### config.mk
export PLATFORM = sky130hd
export DESIGN_NAME = io_port_bank
export DESIGN_NICKNAME = d
export VERILOG_FILES = /design/src/rtl/io_port_bank.sv
export SDC_FILE = /design/constraint.sdc
export NUM_CORES = 1
export LEC_CHECK = 0
export CAP_MARGIN = 30
export CORE_MARGIN = 10
export CORE_UTILIZATION = 51
export CTS_BUF_LIST = sky130_fd_sc_hd__clkbuf_2
export DETAILED_ROUTE_END_ITERATION = 10
export GPL_TIMING_DRIVEN = 0
export PLACE_DENSITY = 0.79
export SKIP_LAST_GASP = 1
export SLEW_MARGIN = 20
export SYNTH_ARGS = -nofsm -noshare
export SYNTH_HDL_FRONTEND = slang
export SYNTH_SLANG_ARGS = --single-unit
### constraint.sdc
create_clock -name clk -period 2.12 [get_ports clk]
set_clock_uncertainty 0.05 [all_clocks]
set_input_delay 0.53 -clock clk [delete_from_list [all_inputs] [get_ports clk]]
set_output_delay 0.53 -clock clk [all_outputs]
set_load 0.01 [all_outputs]
### src/rtl/io_port_bank.sv
// io_port_bank: memory-mapped bank of N_PORTS I/O ports (IN/OUT/EDGE/MASK)
// with two-flop input synchronisers, registered outputs, masked edge capture
// and one combined interrupt. Define IO_PORT_BANK_BOTH_EDGE_EN to capture
// falling as well as rising edges.
// Ports: clk, rst (sync, active-high); addr/w_en/r_en/d_in bus side;
// hit (comb window decode); d_out/rd_valid (1-cycle read); io_in (async),
// io_out (registered); irq (OR of status & mask).
module io_port_bank #(
  parameter int          DATA_W    = 8,
  parameter int          ADDR_W    = 10,
  parameter int          IO_W      = 4,
  parameter int          N_PORTS   = 2,
  parameter int unsigned BASE_ADDR = 32'h3C0
) (
  input  logic                    clk,
  input  logic                    rst,
  input  logic [ADDR_W-1:0]       addr,
  input  logic                    w_en,
  input  logic                    r_en,
  input  logic [DATA_W-1:0]       d_in,
  output logic                    hit,
  output logic [DATA_W-1:0]       d_out,
  output logic                    rd_valid,
  input  logic [N_PORTS*IO_W-1:0] io_in,
  output logic [N_PORTS*IO_W-1:0] io_out,
  output logic                    irq
);

  localparam int PW = N_PORTS * IO_W;
  localparam logic [31:0] WIN_LO = BASE_ADDR;
  localparam logic [31:0] WIN_HI =
    BASE_ADDR + 32'(4 * N_PORTS);

  logic [31:0]   addr_ext;
  logic [31:0]   off;
  logic [29:0]   port_sel;
  logic [1:0]    reg_sel;

  logic [PW-1:0] sync1;
  logic [PW-1:0] sync2;
  logic [PW-1:0] prev;
  logic [PW-1:0] out_q;
  logic [PW-1:0] status_q;
  logic [PW-1:0] mask_q;

  logic [PW-1:0] out_nx;
  logic [PW-1:0] mask_nx;
  logic [PW-1:0] clr;
  logic [PW-1:0] cap;
  logic [PW-1:0] status_nx;
  logic [IO_W-1:0] rd_word;

  logic [DATA_W-1:0] d_out_q;
  logic              rd_valid_q;

  // Only the low IO_W bits of write data reach any register.
  logic unused_d_in;
  assign unused_d_in = ^d_in;

  // Window decode in 32 bits so BASE + size never wraps.
  assign addr_ext = 32'(addr);
  assign hit      = (addr_ext >= WIN_LO)
                 && (addr_ext <  WIN_HI);
  assign off      = addr_ext - WIN_LO;
  assign port_sel = off[31:2];
  assign reg_sel  = off[1:0];

  // Register-file access: read mux and write decode.
  always_comb begin
    out_nx  = out_q;
    mask_nx = mask_q;
    clr     = '0;
    rd_word = '0;
    for (int p = 0; p < N_PORTS; p++) begin
      if (hit && (port_sel == 30'(p))) begin
        unique case (reg_sel)
          2'd0: begin
            rd_word = sync2[p*IO_W +: IO_W];
          end
          2'd1: begin
            rd_word = out_q[p*IO_W +: IO_W];
            if (w_en)
              out_nx[p*IO_W +: IO_W] =
                d_in[IO_W-1:0];
          end
          2'd2: begin
            rd_word = status_q[p*IO_W +: IO_W];
            if (w_en)
              clr[p*IO_W +: IO_W] =
                d_in[IO_W-1:0];
          end
          2'd3: begin
            rd_word = mask_q[p*IO_W +: IO_W];
            if (w_en)
              mask_nx[p*IO_W +: IO_W] =
                d_in[IO_W-1:0];
          end
        endcase
      end
    end
  end

  // Capture term; OR-ing it after the clear lets a fresh
  // edge win over a simultaneous write-1-to-clear.
  always_comb begin
`ifdef IO_PORT_BANK_BOTH_EDGE_EN
    cap = sync2 ^ prev;
`else
    cap = sync2 & ~prev;
`endif
    status_nx = (status_q & ~clr) | cap;
  end

  always_ff @(posedge clk) begin
    if (rst) begin
      sync1      <= '0;
      sync2      <= '0;
      prev       <= '0;
      out_q      <= '0;
      status_q   <= '0;
      mask_q     <= '0;
      d_out_q    <= '0;
      rd_valid_q <= 1'b0;
    end else begin
      sync1      <= io_in;
      sync2      <= sync1;
      prev       <= sync2;
      out_q      <= out_nx;
      status_q   <= status_nx;
      mask_q     <= mask_nx;
      rd_valid_q <= r_en && hit;
      if (r_en && hit)
        d_out_q <= DATA_W'(rd_word);
      else
        d_out_q <= '0;
    end
  end

  assign io_out   = out_q;
  assign d_out    = d_out_q;
  assign rd_valid = rd_valid_q;
  assign irq      = |(status_q & mask_q);

endmodule

==> results.py <==
metrics = {
    "floorplanning": {
        "fp.dieArea_mm2": 0.00720,
        "start_util": 0.532,
        "core.rowCount": 23,
        "coreArea_mm2": 0.00403,
        "die_w_um": 84.8,
        "pin_count": 49,
        "die_h_um": 84.8,
    },
    "finish": {
        "fillCellCount": 324,
        "fin_area_mm2": 0.00266,
        "syn_to_final_growth_pct": 24.2,
        "seq_area_mm2": 0.00106,
        "antenna_cells": 0,
        "nets": 273,
        "multi_input_area_um2": 992,
        "drive_gt1_frac": 0.123,
    },
    "pwr": {
        "ir_drop_mv": 0.318,
        "p_leak_nw": 1.09,
        "power.density_mw_per_mm2": 605,
        "finalPower_mw": 1.61,
    },
    "synth": {
        "postSynthCellCount": 194,
        "yosys_register_bits": 53,
        "synthDistinctLibCells": 26,
        "ys_seq_area_frac": 0.495,
        "yosysWarnings": 0,
        "synth_area_per_cell_um2": 11.0,
        "netlist_area_mm2": 0.00214,
    },
    "sta": {
        "finalSetupViolCount": 0,
        "period_minus_slack_ns": 2.04,
        "rsz0062_at_grt": "no",
        "setup_ws_ns": 0.0765,
        "drv_slew": 0,
        "fmax_ghz": 0.489,
        "finalHoldViolCount": 0,
        "setup-tns-final_ns": 0,
        "whs_ns": 0.398,
        "fin_crit_sh": 0.964,
    },
    "setup_path": {
        "crit_fanout": 3,
        "cp.arrival_ns": 1.46,
        "end_kind": "output port",
        "max_stage_delay_ns": 0.56,
        "slowest_stage": "clkdlybuf4s50_1",
        "startpoint_type": "flip-flop",
        "cp.required_ns": 1.54,
        "cp_num_buf_inv": 1,
        "path_cells": "clkdlybuf4s50_1",
        "r2r-start": "sync2[4]",
        "critPathTopFamily": "buffers and inverters",
        "critPathKind": "reg2out",
        "critPathLaunch": "io_out[2]",
    },
    "placed_design": {
        "gp_congestion": 0.889,
        "placed_area_mm2": 0.00261,
        "dp_hpwl_um": 3750,
        "io_buffers": 39,
        "place_ws_ns": -0.946,
    },
    "grt": {
        "gr-usage-met1": 0.183,
        "grtUsageMet2": 0.203,
        "antenna_found_initial": 0,
        "gr-usage-met3": 0.0440,
        "grtUsageTotal": 0.139,
        "grt_first_pass_wirelength_um": 8070,
        "overflow": 0,
        "busiest_layer": "met2",
        "grt_pass1_vias": 1603,
        "grt_max_degree": 18,
    },
    "drt": {
        "drt_iter0_drc": 131,
        "vias": 1595,
        "detail-route-antenna-nets": 0,
        "routed_via_density": 5.43,
        "drc": 0,
        "routed_wl_um": 4870,
        "route.detailed.wl_per_inst_um": 16.6,
        "firstDrtPassIters": 4,
    },
    "clocking": {
        "cts_tree": "done",
        "cts_buffers": 5,
        "clock-sinks": 53,
        "clk_path_buf_depth": 2,
        "clkTransAtPathRegs_ns": 0.26,
        "htreeDepth": 2,
        "clkLatencyLatePin_ns": 0.45,
        "root_buffer": "clkbuf_2",
    },
    "hold_path": {
        "hold_start": "addr[2]",
        "hold_path_class": "in2reg",
    },
    "status": {
        "run_status": "complete, no violations",
    },
    "flow_run": {
        "max_cap_violations": 0,
    },
}
[registers in the layout, summed over array words and instances, names as in the netlist]
name and flops:
d_out 4, io_out 8, mask_q 8, prev 8, rd_valid 1, status_q 8
sync1 8, sync2 8
[worst paths after layout]
kind / depth (start not counted) / slack [ns] / to
hold reg to reg: 1 / 0.41 / sync2[6]
setup / recovery: 1 / 0.08 / io_out[2]
setup reg to reg: 3 / 0.91 / d_out[0]
hold / removal: 3 / 0.40 / d_out[2]
[cells by family after synthesis]
| kind of cell | share of synthesized area |
|---|---|
| flip-flops | 0.495 |
| multiplexers | 0.177 |
| other | 0.00175 |
| buffers and inverters | 0.0485 |
| AND/OR/NAND/NOR | 0.212 |
| AO/OA/AOI/OAI | 0.0654 |
[power by group]
part           internal (mW)  switching (mW)  leakage, nW
Combinational         0.0888          0.0676        0.630
Sequential              1.03          0.0148        0.433
Clock                 0.0851           0.327       0.0310
[placed cells by master (no fill, tap or decap), types with 2 or more instances in the layout]
| master | n |
|---|---|
| a21oi_1 | 8 |
| a22oi_1 | 4 |
| buf_2 | 3 |
| buf_4 | 5 |
| clkbuf_1 | 8 |
| clkbuf_2 | 6 |
| clkdlybuf4s50_1 | 33 |
| conb_1 | 4 |
| dfxtp_1 | 52 |
| dlymetal6s2s_1 | 4 |
| inv_1 | 5 |
| mux2i_1 | 20 |
| mux4_2 | 8 |
| nand2b_1 | 28 |
| nand3_1 | 2 |
| nand4_1 | 2 |
| nor2_1 | 4 |
| nor2b_1 | 24 |
| o41ai_1 | 8 |
| or3_1 | 2 |
[area by class of cell]
cell class / instances / area share
plain buffers: 15 / 0.0306
clock buffers: 5 / 0.00940
clock inverters: 3 / 0.00799
inverters: 5 / 0.00705
multi-input cells: 123 / 0.373
flip-flops and latches: 53 / 0.399
well taps: 50 / 0.0235
repair buffers: 40 / 0.150
[stage by stage]
stage | cells | util
after floorplan | 197 | -
after global placement | 286 | 0.647
after detailed placement | 286 | 0.647
after CTS | 294 | 0.658
after global routing | 294 | 0.661
final | 294 | 0.661
[cell usage after synthesis]
cell	count	area (um^2)
or4_4	1	11.3
conb_1	1	3.75
or3_1	2	12.5
nand2_1	1	3.75
mux2i_1	20	200
dfxtp_1	53	1060
nor2_1	5	18.8
buf_2	2	10.0
nand3b_1	1	7.51
buf_4	4	30.0
nand4_1	2	12.5
or4_1	1	7.51
or4b_1	1	10.0
a21oi_1	8	40.0
nand3_1	2	10.0
buf_6	1	11.3
inv_1	5	18.8
nor2b_1	24	150
clkbuf_1	9	33.8
nand4b_1	1	8.76
a22oi_1	4	30.0
nor4_2	1	12.5
nand2b_1	28	175
o41ai_1	8	70.1
or4b_4	1	13.8
mux4_2	8	180
[tightest hold or removal path, stage by stage]
cell and delay (ns):
buf_2 0.16, mux2i_1 0.16, nor2_1 0.05
[metal layers]
| layer | part of all wire | vias to the layer above |
|---|---|---|
| li1 | - | 767 |
| met4 | 0.024 | 0 |
| met2 | 0.44 | 70 |
| met5 | 0 | - |
| met1 | 0.47 | 745 |
| met3 | 0.073 | 13 |
[timing repair]
item                       4_1_cts  5_1_grt
setup endpoints to repair        3        8
gates resized for setup          5        8
pin swaps                        1        2
cloned                           0        0
buffers inserted                 1        0
hold buffers                     0        0
No activity file was read; power rests on OpenSTA's default activity.
